### config.mk
export PLATFORM = sky130hd
export DESIGN_NAME = imem_fetch_arbiter
export DESIGN_NICKNAME = d
export VERILOG_FILES = /design/src/rtl/imem_fetch_arbiter.sv
export SDC_FILE = /design/constraint.sdc
export NUM_CORES = 1
export LEC_CHECK = 0
export CAP_MARGIN = 10
export CORE_ASPECT_RATIO = 0.8
export CORE_MARGIN = 2
export CORE_UTILIZATION = 39
export DETAILED_ROUTE_END_ITERATION = 7
export GPL_TIMING_DRIVEN = 0
export PLACE_DENSITY = 0.8
export SYNTH_ARGS = -nofsm -noshare
export SYNTH_HDL_FRONTEND = slang
export SYNTH_SLANG_ARGS = --single-unit
### constraint.sdc
create_clock -name Clk -period 2 [get_ports Clk]
set_clock_uncertainty 0.15 [all_clocks]
set_input_delay 0.2 -clock Clk [delete_from_list [all_inputs] [get_ports Clk]]
set_output_delay 0.2 -clock Clk [all_outputs]
set_load 0.1 [all_outputs]
### src/rtl/imem_fetch_arbiter.sv
// imem_fetch_arbiter: two-port arbiter for a combinational instruction memory with 1-cycle registered responses.
// Ports: Clk/Rst_n (async active-low reset); Req0/Req1, Addr0/Addr1 request inputs;
// Gnt0/Gnt1 combinational grants; RspValid0/RspValid1, RspData, RspErr registered response;
// RrEn selects round-robin (1) or fixed priority to port 0 (0); Stall blocks new grants;
// MemAddr/MemRdata connect to the combinational memory.
module imem_fetch_arbiter #(
    parameter int DATA_W      = 32,
    parameter int DEPTH_WORDS = 512
) (
    input  logic              Clk,
    input  logic              Rst_n,
    input  logic              Req0,
    input  logic              Req1,
    input  logic [31:0]       Addr0,
    input  logic [31:0]       Addr1,
    output logic              Gnt0,
    output logic              Gnt1,
    output logic              RspValid0,
    output logic              RspValid1,
    output logic [DATA_W-1:0] RspData,
    output logic              RspErr,
    input  logic              RrEn,
    input  logic              Stall,
    output logic [31:0]       MemAddr,
    input  logic [DATA_W-1:0] MemRdata
);
    typedef enum logic [1:0] {IDLE, RESP, HOLD} state_t;
    localparam logic [31:0] DEPTH_L = 32'(DEPTH_WORDS);
    state_t              state_q, state_d;
    logic                last_q, last_d;
    logic                ready_q;
    logic [31:0]         mem_addr_q;
    logic [DATA_W-1:0]   rsp_data_q, rsp_data_d;
    logic                rsp_err_q, rsp_err_d;
    logic                rsp_v0_q, rsp_v1_q;
    logic                win0, any_gnt, err;
    logic [31:0]         gnt_addr;
    // ready_q keeps grants off until the first rising edge after reset release;
    // last_q=1 means port 1 was granted last, so port 0 wins the next conflict
    assign win0     = Req0 & (~RrEn | ~Req1 | last_q);
    assign Gnt0     = ready_q & ~Stall & win0;
    assign Gnt1     = ready_q & ~Stall & Req1 & ~win0;
    assign any_gnt  = Gnt0 | Gnt1;
    assign gnt_addr = Gnt1 ? Addr1 : Addr0;
    assign MemAddr  = any_gnt ? gnt_addr : mem_addr_q;
    // word index compared at full 32-bit width so 0xFFFFFFFC cannot wrap into range
    assign err      = (|gnt_addr[1:0]) | ({2'b00, gnt_addr[31:2]} >= DEPTH_L);
    assign RspData   = rsp_data_q;
    assign RspErr    = rsp_err_q;
    assign RspValid0 = rsp_v0_q;
    assign RspValid1 = rsp_v1_q;
    always_comb begin
        state_d    = state_q;
        last_d     = last_q;
        rsp_data_d = rsp_data_q;
        rsp_err_d  = rsp_err_q;
        if (any_gnt) begin
            last_d     = Gnt1;
            rsp_data_d = err ? '0 : MemRdata;
            rsp_err_d  = err;
        end
        if (Stall)
            state_d = HOLD;
        else if (state_q == HOLD)
            state_d = IDLE;
        else
            state_d = any_gnt ? RESP : IDLE;
    end
    always_ff @(posedge Clk or negedge Rst_n) begin
        if (!Rst_n) begin
            state_q    <= IDLE;
            last_q     <= 1'b1;
            ready_q    <= 1'b0;
            mem_addr_q <= '0;
            rsp_data_q <= '0;
            rsp_err_q  <= 1'b0;
            rsp_v0_q   <= 1'b0;
            rsp_v1_q   <= 1'b0;
        end else begin
            state_q    <= state_d;
            last_q     <= last_d;
            ready_q    <= 1'b1;
            mem_addr_q <= MemAddr;
            rsp_data_q <= rsp_data_d;
            rsp_err_q  <= rsp_err_d;
            rsp_v0_q   <= Gnt0;
            rsp_v1_q   <= Gnt1;
        end
    end
endmodule

==> impl_metrics.yaml <==
status:
  status: "finished, violations left"
  failed_checks: "negative setup slack"
clocking:
  cts_made_buffers: 9
  cts_tree: "built"
  ctsLongestPathBuffers: 2
  clock_latency_ns: 0.34
  clockRootBuffer: "clkbuf_8"
  clock_sinks: 69
  clkTransAtPathRegs_ns: 0.08
  h-tree-depth: 3
timing:
  slew_viol_final: 0
  final_min_period_over_clock_period_pct: 121
  fmax_mhz: 414
  finalHoldViolCount: 0
  timing.final.ws_setup_ns: -0.413
  final.min_clock_period_ns: 2.41
  setup_total_negative_slack_ns: -14.10
  rsz_0062_raised_after_global_routing: "yes"
  timing.max_slew.rel_slack_pct: 34.8
  worst_slew_pin_slew_ns: 0.982
  setup_viol: 65
floorplan:
  boundaryPins: 171
  vertical_die_dimension_um: 84.6
  die_w_um: 105
  floorplan.core_area_sq_um: 7910
  die_area_sq_um: 8870
  num_rows: 29
  initial_core_util_pct: 40.1
synthesis:
  synth.largest_area_cell: "dfrtp_1"
  synth_edf_count: 0
  yosysMostFrequentCell: "nand2_1"
  synthCells: 306
  synth.net_count: 408
  synth.yosys.warnings: 0
  synth_commonest_cells: "nand2_1 (90), dfrtp_1 (68), o31ai_1 (30), o21ai_0 (24), mux2i_1 (23)"
  synthDominantCellAreaShare_pct: 53.7
  postSynthAreaPerCell_sq_um: 10.4
  netlist_area_sq_um: 3170
  async_reset_ff_share_pct: 100
  synth_cell_types: 30
  synth_seq_cells: 69
  ys_seq_area_share_pct: 54.5
  synth.area.top_cells: "dfrtp_1 (54%), nand2_1 (11%), mux2i_1 (7.3%), o31ai_1 (7.1%), o21ai_0 (3.8%)"
  synth_flop_cell: "dfrtp_1"
routing:
  number_of_drc_violations_after_detailed_routing: 0
  detail_route.iter0.violations: 123
  avgRoutedWirePerCell_um: 20.0
  drt_pre_antenna_iters: 4
  routed-via-count: 3355
  routed_wirelength_um: 12500
  final_antenna_net_count: 0
  routed_via_density: 5.37
worst_setup_path:
  worst_endpoint_data_arrival_time_ns: 2.06
  worstPathRequired_ns: 1.65
  path_class: "flop to primary output"
  setup.worst_path.end_class: "primary output"
  critPathLaunchType: "flop"
  r2r_cells: 7
  timing.critical_path.fanout_max: 11
global_route:
  initial_antenna_violation_count: 1
  overflow: 0
  first_global_vias: 3587
  grt_util_all_layers_pct: 26.2
  grt_max_degree: 70
  wire_length_of_the_first_global_routing_pass_um: 18300
power_and_ir_drop:
  share_comb_of_total_power_pct: 43.8
  p_seq_share_pct: 31.2
  clock_power_share_pct: 25.0
  power_report.internal_total_mw: 3.03
  worst_ir_drop_on_vdd_uv: 617
  netSwitchingPower_mw: 1.93
  switching_share_pct: 39.0
  p_per_area_nw_per_um2: 735
  p_leak_nw: 2.84
min_path:
  hold_path_depth: 3
  worstHoldPathType: "primary input to flop"
run:
  maxCapViolCount: 0
placement:
  hpwlAfterDp_um: 7490
  gpl.final_weighted_congestion: 0.830
  detailedPlace.worstSlack_ns: -1.42
  buffer_ports.inserted: 170
final_layout:
  final_nets: 614
  areaGrowthSynthToFinish_pct: 113
  drive_gt1_share_pct: 36.6
  core_util_final_pct: 85.4
-- routing by layer --
| layer | track usage, % | vias to the layer above | wire length [um] |
|---|---|---|---|
| met4 | 7.03 | 0 | 316 |
| met3 | 8.93 | 24 | 1010 |
| met5 | 0 | - | 0 |
| met1 | 30.2 | 1648 | 4640 |
| li1 | - | 1514 | - |
| met2 | 46.7 | 169 | 6550 |
-- final cells by class --
type	instances	area (sq um)
Clock inverter	6	88.8
Fill cell	395	1150
Buffer	21	262
Clock buffer	9	124
Tap cell	108	135
Timing Repair Buffer	196	2280
Sequential cell	69	1730
Multi-Input combinational cell	206	2100
Inverter	9	33.8
Antenna cell	1	2.50
-- critical path, cell delays in order (launching register included) --
cell and delay, ns:
dfrtp_1 0.40, and2b_2 0.24, o211a_1 0.18, buf_8 0.16
a222oi_1 0.43, inv_2 0.12, buf_12 0.19
-- state kept, by name (all words and copies together), names as in the netlist --
name / cells
RspData: 32
mem_addr_q: 32
RspErr: 1
RspValid0: 1
RspValid1: 1
last_q: 1
ready_q: 1
-- metrics by stage --
step	cells	power [mW]	cell area [sq um]	hold slack [ns]
after floorplan	306	2.76	3510	-0.246
after global placement	584	3.27	5350	0.310
after detailed placement	584	3.29	5340	0.225
after CTS	619	4.84	6360	0.221
after global routing	625	5.12	6760	0.257
final	625	4.96	6760	0.238
-- cell usage in the layout, fill, tap and decap left out, drive strengths merged --
cell type	count
nor4	10
nand4	2
nand2b	2
a222oi	8
o211a	1
dfrtp	68
mux2i	23
nand3b	1
o31a	1
conb	1
o31ai	32
clkbuf	23
nor2	1
bufinv	2
mux2	2
and2b	1
nand2	90
o22ai	1
inv	9
buf	67
dlygate4sd3	1
o21ai	25
a21oi	2
dfstp	1
clkdlybuf4s50	99
o21a	1
nor3	2
clkinv	2
diode	1
clkinvlp	2
dlygate4sd2	36
-- kinds of logic (layout without fill, tap and decap cells) --
family	after synthesis	after routing	synth area share (%)
flip-flops	69	69	54.5
buffers and inverters	31	241	6.27
multiplexers	25	25	8.21
AND/OR/NAND/NOR	109	109	14.7
other	1	2	0.118
AO/OA/AOI/OAI	71	71	16.2
-- power groups by stage --
stage	clock network, mW	registers [mW]	logic (mW)
CTS	1.25	1.54	2.05
floorplan	0	1.57	1.19
finish	1.24	1.55	2.17
global placement	0	1.56	1.70
global route	1.32	1.56	2.24
detailed placement	0	1.57	1.72
-- final timing paths --
check                      startpoint             end  slack, ns
min                              Req1          last_q       0.24
min reg2reg                RspData[6]      RspData[6]       0.33
max                           ready_q      MemAddr[9]      -0.41
max in group asynchronous       Rst_n  mem_addr_q[20]       0.76
max reg2reg                    last_q     RspData[27]      -0.16
min in group asynchronous       Rst_n  mem_addr_q[24]       0.38
-- timing repair --
action                                  4_1_cts  5_1_grt
gates resized for setup                     403       50
endpoints found under the setup margin       82       66
buffers inserted                             15        3
hold buffers                                  1        0
hold endpoints to repair                     68        0
pin swaps                                    33        9
cloned                                        5        2
No activity file was read; power rests on OpenSTA's default activity.
